$ cat config.mk
export PLATFORM = sky130hd
export DESIGN_NAME = key_event_classifier
export DESIGN_NICKNAME = d
export VERILOG_FILES = /design/src/rtl/key_event_pkg.sv /design/src/rtl/key_event_fifo.sv /design/src/rtl/key_event_classifier.sv
export SDC_FILE = /design/constraint.sdc
export NUM_CORES = 1
export LEC_CHECK = 0
export CAP_MARGIN = 20
export CORE_MARGIN = 1.5
export CORE_UTILIZATION = 60
export CTS_BUF_LIST = sky130_fd_sc_hd__clkbuf_4 sky130_fd_sc_hd__clkbuf_8
export CTS_CLUSTER_DIAMETER = 120
export DETAILED_ROUTE_END_ITERATION = 10
export GPL_TIMING_DRIVEN = 1
export PLACE_DENSITY = 0.9
export SKIP_CTS_REPAIR_TIMING = 1
export SYNTH_ARGS = -nofsm -noshare
export SYNTH_HDL_FRONTEND = slang
export SYNTH_SLANG_ARGS = --single-unit
export TNS_END_PERCENT = 10
$ cat constraint.sdc
create_clock -name clk -period 6.8 [get_ports clk]
set_input_delay 1.02 -clock clk [delete_from_list [all_inputs] [get_ports clk]]
set_output_delay 1.02 -clock clk [all_outputs]
set_load 0.005 [all_outputs]
$ cat src/rtl/key_event_pkg.sv
// Shared types for the keypad event classifier: event type codes, event record and FSM states.
package key_event_pkg;

  typedef enum logic [2:0] {
    EV_SINGLE = 3'd0,
    EV_LONG   = 3'd1,
    EV_DOUBLE = 3'd2,
    EV_CHORD  = 3'd3,
    EV_REPEAT = 3'd4
  } ev_type_e;

  localparam int KEY_W = 4;

  // Event record at the default key width; the classifier packs the same {type, key0, key1} layout.
  typedef struct packed {
    ev_type_e         ev_type;
    logic [KEY_W-1:0] key0;
    logic [KEY_W-1:0] key1;
  } key_event_t;

  typedef enum logic [2:0] {
    ST_IDLE,
    ST_PRESS,
    ST_WAIT_TAP,
    ST_HOLD,
    ST_FREEZE
  } kec_state_e;

endpackage

$ cat src/rtl/key_event_fifo.sv
// Show-ahead event queue: head is visible whenever not empty, pop advances it.
// A push into a full queue is accepted only when a pop happens in the same cycle.
module key_event_fifo #(
  parameter int DEPTH = 4,
  parameter int W     = 11
) (
  input  logic         clk,
  input  logic         rst,
  input  logic         push,
  input  logic [W-1:0] push_data,
  input  logic         pop,
  output logic [W-1:0] head,
  output logic         empty,
  output logic         full
);

  localparam int AW = $clog2(DEPTH);

  logic [AW:0]  wptr;
  logic [AW:0]  rptr;
  logic [W-1:0] mem [DEPTH];
  logic         wr_en;
  logic         rd_en;

  assign empty = (wptr == rptr);
  assign full  = (wptr[AW] != rptr[AW]) && (wptr[AW-1:0] == rptr[AW-1:0]);
  assign rd_en = pop && !empty;
  assign wr_en = push && (!full || rd_en);
  assign head  = mem[rptr[AW-1:0]];

  // Storage is cleared on reset so the head reads as all-zero before the first event.
  always_ff @(posedge clk or posedge rst) begin
    if (rst) begin
      wptr <= '0;
      rptr <= '0;
      for (int i = 0; i < DEPTH; i++) mem[i] <= '0;
    end else begin
      if (wr_en) begin
        mem[wptr[AW-1:0]] <= push_data;
        wptr <= wptr + (AW+1)'(1);
      end
      if (rd_en) rptr <= rptr + (AW+1)'(1);
    end
  end

endmodule

$ cat src/rtl/key_event_classifier.sv
// Keypad event classifier: turns key code + press flag into SINGLE/LONG/DOUBLE/CHORD/REPEAT events
// queued in a show-ahead FIFO. Define AUTO_REPEAT_EN to emit REPEAT events while a long press is held.
module key_event_classifier
  import key_event_pkg::*;
#(
  parameter int NUM_KEYS      = 12,
  parameter int KW            = 4,
  parameter int TW            = 32,
  parameter int FIFO_DEPTH    = 4,
  parameter int REPEAT_PERIOD = 50,
  parameter int DW            = 8
) (
  input  logic          clk,
  input  logic          rst,
  input  logic [KW-1:0] key_val,
  input  logic          key_pressed,
  input  logic [TW-1:0] long_thresh,
  input  logic [TW-1:0] dtap_window,
  output logic          ev_valid,
  input  logic          ev_ready,
  output logic [2:0]    ev_type,
  output logic [KW-1:0] ev_key0,
  output logic [KW-1:0] ev_key1,
  output logic          busy,
  output logic [DW-1:0] drop_cnt
);

  localparam int EW = 3 + 2*KW;
  localparam logic [KW-1:0] MAX_KEY = KW'(NUM_KEYS);

  kec_state_e    state;
  kec_state_e    state_d;
  logic          kp_q;
  logic [KW-1:0] k0;
  logic [TW-1:0] h;
  logic [TW-1:0] timer;
  logic          press_edge;
  logic          key_ok;
  logic          other_key;
  logic          load_k0;
  logic          push;
  ev_type_e      push_type;
  logic [KW-1:0] push_k1;
  logic [EW-1:0] head;
  logic          fifo_empty;
  logic          fifo_full;
  logic          pop;
  logic          rep_hit;

  assign press_edge = key_pressed && !kp_q;
  assign key_ok     = (key_val != '0) && (key_val <= MAX_KEY);
  assign other_key  = key_pressed && (key_val != k0);

`ifdef AUTO_REPEAT_EN
  localparam int RPW = $clog2(REPEAT_PERIOD + 1);
  logic [RPW-1:0] rep_cnt;

  assign rep_hit = (rep_cnt == RPW'(REPEAT_PERIOD));

  // rep_cnt is 1 on the first HOLD cycle, so the first REPEAT lands REPEAT_PERIOD cycles after LONG.
  always_ff @(posedge clk or posedge rst) begin
    if (rst)                    rep_cnt <= RPW'(1);
    else if (state != ST_HOLD)  rep_cnt <= RPW'(1);
    else if (rep_hit)           rep_cnt <= RPW'(1);
    else                        rep_cnt <= rep_cnt + RPW'(1);
  end
`else
  logic unused_repeat;
  assign rep_hit       = 1'b0;
  assign unused_repeat = ^REPEAT_PERIOD;
`endif

  // Event decode: the push is issued in the same cycle the deciding input is seen.
  always_comb begin
    state_d   = state;
    push      = 1'b0;
    push_type = EV_SINGLE;
    push_k1   = '0;
    load_k0   = 1'b0;
    unique case (state)
      ST_IDLE: begin
        if (press_edge && key_ok) begin
          load_k0 = 1'b1;
          state_d = ST_PRESS;
        end
      end
      ST_PRESS: begin
        if (other_key) begin
          push      = 1'b1;
          push_type = EV_CHORD;
          push_k1   = key_val;
          state_d   = ST_FREEZE;
        end else if (key_pressed && (long_thresh != '0) && (h == long_thresh)) begin
          push      = 1'b1;
          push_type = EV_LONG;
          state_d   = ST_HOLD;
        end else if (!key_pressed) begin
          if (dtap_window == '0) begin
            push    = 1'b1;
            state_d = ST_IDLE;
          end else begin
            state_d = ST_WAIT_TAP;
          end
        end
      end
      ST_WAIT_TAP: begin
        // On expiry a simultaneous fresh press starts a new classification rather than being lost.
        if (timer == dtap_window) begin
          push = 1'b1;
          if (press_edge && key_ok) begin
            load_k0 = 1'b1;
            state_d = ST_PRESS;
          end else begin
            state_d = ST_IDLE;
          end
        end else if (press_edge && key_ok) begin
          push = 1'b1;
          if (key_val == k0) begin
            push_type = EV_DOUBLE;
            state_d   = ST_FREEZE;
          end else begin
            load_k0 = 1'b1;
            state_d = ST_PRESS;
          end
        end
      end
      ST_HOLD: begin
        if (!key_pressed) begin
          state_d = ST_IDLE;
        end else if (other_key) begin
          state_d = ST_FREEZE;
        end else if (rep_hit) begin
          push      = 1'b1;
          push_type = EV_REPEAT;
        end
      end
      ST_FREEZE: begin
        if (!key_pressed) state_d = ST_IDLE;
      end
      default: state_d = ST_IDLE;
    endcase
  end

  // State, timers and the saturating drop counter.
  always_ff @(posedge clk or posedge rst) begin
    if (rst) begin
      state    <= ST_IDLE;
      busy     <= 1'b0;
      kp_q     <= 1'b0;
      k0       <= '0;
      h        <= '0;
      timer    <= '0;
      drop_cnt <= '0;
    end else begin
      state <= state_d;
      busy  <= (state_d != ST_IDLE);
      kp_q  <= key_pressed;
      if (load_k0) begin
        k0 <= key_val;
        h  <= TW'(1);
      end else if (((state == ST_PRESS) || (state == ST_HOLD)) && (h != '1)) begin
        h <= h + TW'(1);
      end
      if (state != ST_WAIT_TAP)  timer <= '0;
      else if (timer != '1)      timer <= timer + TW'(1);
      if (push && fifo_full && !pop && (drop_cnt != '1)) drop_cnt <= drop_cnt + DW'(1);
    end
  end

  assign pop      = ev_valid && ev_ready;
  assign ev_valid = !fifo_empty;
  assign ev_type  = head[EW-1 -: 3];
  assign ev_key0  = head[2*KW-1 -: KW];
  assign ev_key1  = head[KW-1:0];

  key_event_fifo #(
    .DEPTH (FIFO_DEPTH),
    .W     (EW)
  ) u_fifo (
    .clk       (clk),
    .rst       (rst),
    .push      (push),
    .push_data ({push_type, k0, push_k1}),
    .pop       (pop),
    .head      (head),
    .empty     (fifo_empty),
    .full      (fifo_full)
  );

endmodule

==> out/results.ini <==
[sta]
post-route-period-util_pct = 55.5
fin_crit_ns = 3.78
hold_violations = 0
worst_pin_slew_ns = 1.04
slew_violations = 0
fin_ws_ns = 3.02
finalClockSkew_ns = 0.0119
slew_headroom_pct = 30.5
finalSetupTns_ns = 0
rsz0062_at_grt = false
max_freq_ghz = 0.265
setup-violations-final = 0

[placement]
placed_cells_incl_taps = 887
dp_hpwl_um = 12600
pre_cts_slack_ns = 2.61
port_buffers = 91
place_area_sq_um = 8240
place_congestion = 0.957

[floorplanning]
pin_count = 93
placementRows = 39
die-height_um = 113
dieArea_sq_um = 12700
die_w_um = 113
start_util_pct = 62.3
core_sq_um = 11600

[yosys]
netlist_area_sq_um = 7200
synth_area_per_cell_sq_um = 10.8
seq_area_frac_synth_pct = 44.1
synth_largest_area_cell = dfrtp_1
yosysMostFrequentCell = dfrtp_1
ys_async_sr_fraction_pct = 100
synth_ff_type = dfrtp_1
synthCells = 667
yosysUniqueCellTypes = 54
synth_edf_count = 0
ys_seq_elements = 127
ys_warn_count = 0
synth_nets = 747
yosys-top-cells-area = dfrtp_1, xor2_1, xnor2_1, nor2_1, mux2_2
synthTopCellsByCount = dfrtp_1, xor2_1, nor2_1
yosys.area.top_type_share_pct = 44.1

[routing]
first_pass_iters = 9
ant_nets = 0
num_vias = 5664
viasPerCell = 6.18
drt_iter0_markers = 416
drc = 7
routed_wirelength_um = 17600
drt-wirelength-per-cell_um = 19.2

[clock_tree]
cts_tree = built
cts_buffers = 17
cts.sinks = 127
root_buffer = clkbuf_8
clk_pin_slew_ns = 0.07
clock_latency_ns = 0.45
cts_htree_levels = 4
clk_path_buf_depth = 2

[worst_setup_path]
cpPeakStageDelay_ns = 0.76
required_ns = 7.13
cp-start-kind = input pin
worstPathMaxFanout = 11
crit_path_start = dtap_window[0]
slowest_stage = a21oi_2
r2r_start = timer[0]
path_class = input pin to flop
arrival_ns = 4.11
crit_path_end_kind = flop
cp_cell_sequence = clkdlybuf4s50_1 > xor2_1 > nor4_1 > nand4_1 > nor2_1 > a221oi_4 > a21oi_2 > mux2_2

[run]
max_cap_violations = 0

[final_layout]
finalNonFillerCells = 917
final_area_sq_um = 8600
area_growth_pct = 19.4
drive_above_1_share_pct = 12.5
nets = 843
antenna_cells = 0
final_util_pct = 74.4

[global_routing]
grt.total_usage_pct = 29.3
grt_max_degree = 71
grt_pass1_wl_um = 29000
antenna_found_initial = 0
overflow = 0
grt_pass1_vias = 5907

[pwr]
peakVddDrop_v = 0.000239
clkPwrFrac_pct = 28.6
swShare_pct = 30.3
p_sw_uw = 645
p_per_area_nw_per_um2 = 247
pwr-share-comb_pct = 24.7
intPower_mw = 1.48
share_seq_of_total_power_pct = 46.7
p_leak_nw = 3.75

[worst_hold_path]
worstHoldStart = u_fifo.mem[16]
hold_path.class = flop to flop

[status]
status = complete, but fails checks
violations = DRC

-- layer usage --
layer / global-route usage (%) / wire length [um] / vias up
met4: 15.8 / 657 / 0
met2: 47.9 / 8720 / 301
li1: - / - / 2550
met5: 0 / 0 / -
met1: 37.2 / 6990 / 2757
met3: 5.67 / 1250 / 56
-- through the flow --
stage                     power, mW  hold WS, ns
after floorplan                1.29        0.452
after global placement         1.48        0.463
after detailed placement       1.53        0.483
after CTS                      2.14        0.498
after global routing           2.22        0.513
final                          2.13        0.491
-- worst max-delay path: cells and delay by family --
kind,cells,cell delay [ns]
buffers and inverters,1,0.48
muxes,1,0.42
and+or+nand+nor,3,1.00
xor gates and xnor gates,1,0.19
AOI/OAI and AO/OA,2,0.99
-- final cells by class --
cell class	count	area, sq um
clock buffer	23	298
clock inverter	7	62.6
fill	767	2960
inverter	10	40.0
multi-input combinational	513	3910
sequential	127	3180
tap	143	179
timing repair buffer	94	933
-- cells by family after synthesis --
logic type                 count (synthesis)  share of synthesized area [%]
buffers and inverters                     27                           1.62
muxes                                     60                           11.4
AOI/OAI and AO/OA                         31                           4.15
adders and majority gates                  8                           1.39
other                                      1                         0.0521
xor gates and xnor gates                 142                           17.3
DFF                                      127                           44.1
and+or+nand+nor                          271                           20.0
-- power by group through the flow --
stage	Clock (mW)	Combinational (mW)	Sequential, mW
5_1_grt	0.648	0.566	1.01
2_1_floorplan	0	0.353	0.939
4_1_cts	0.616	0.530	0.994
6_report	0.608	0.526	0.992
3_3_place_gp	0	0.493	0.987
3_5_place_dp	0	0.523	1.00
-- cells in the final DEF, fill, tap and decap left out, types with 3 or more instances in the layout --
cell,netlist,routed
ha_1,8,8
xor2_1,101,101
nand2_1,28,28
a21oi_4,4,4
inv_1,10,9
mux2_1,13,13
nor3_1,14,14
buf_4,1,3
nor3_2,3,3
nand4_1,22,22
nor4_1,30,30
xnor2_1,41,41
a211oi_1,4,4
mux2_4,9,9
mux4_2,10,10
and4_1,9,9
mux2i_1,3,3
nand2b_1,3,3
and3_1,14,14
nand3_1,40,40
clkdlybuf4s50_1,0,91
mux2_2,25,25
clkinv_2,0,5
clkbuf_8,0,20
a31oi_1,3,3
o21ai_0,5,5
nor2_1,80,80
and2_1,13,13
clkbuf_4,0,3
dfrtp_1,127,127
-- final timing paths --
path / to / slack (ns) / cells past startpoint
max in group asynchronous: state[1] / 4.39 / 3
hold / removal: u_fifo.mem[16] / 0.49 / 1
hold reg to reg: u_fifo.mem[16] / 0.49 / 1
setup reg to reg: u_fifo.mem[9] / 3.61 / 7
min in group asynchronous: u_fifo.mem[24] / 1.05 / 2
setup / recovery: u_fifo.mem[9] / 3.02 / 8
-- state kept, by name (all words and copies together) (netlist names) --
signal	flops
u_fifo.mem	40
h	32
timer	32
drop_cnt	8
k0	4
state	3
u_fifo.rptr	3
u_fifo.wptr	3
busy	1
kp_q	1
(Power assumes the default switching activity.)
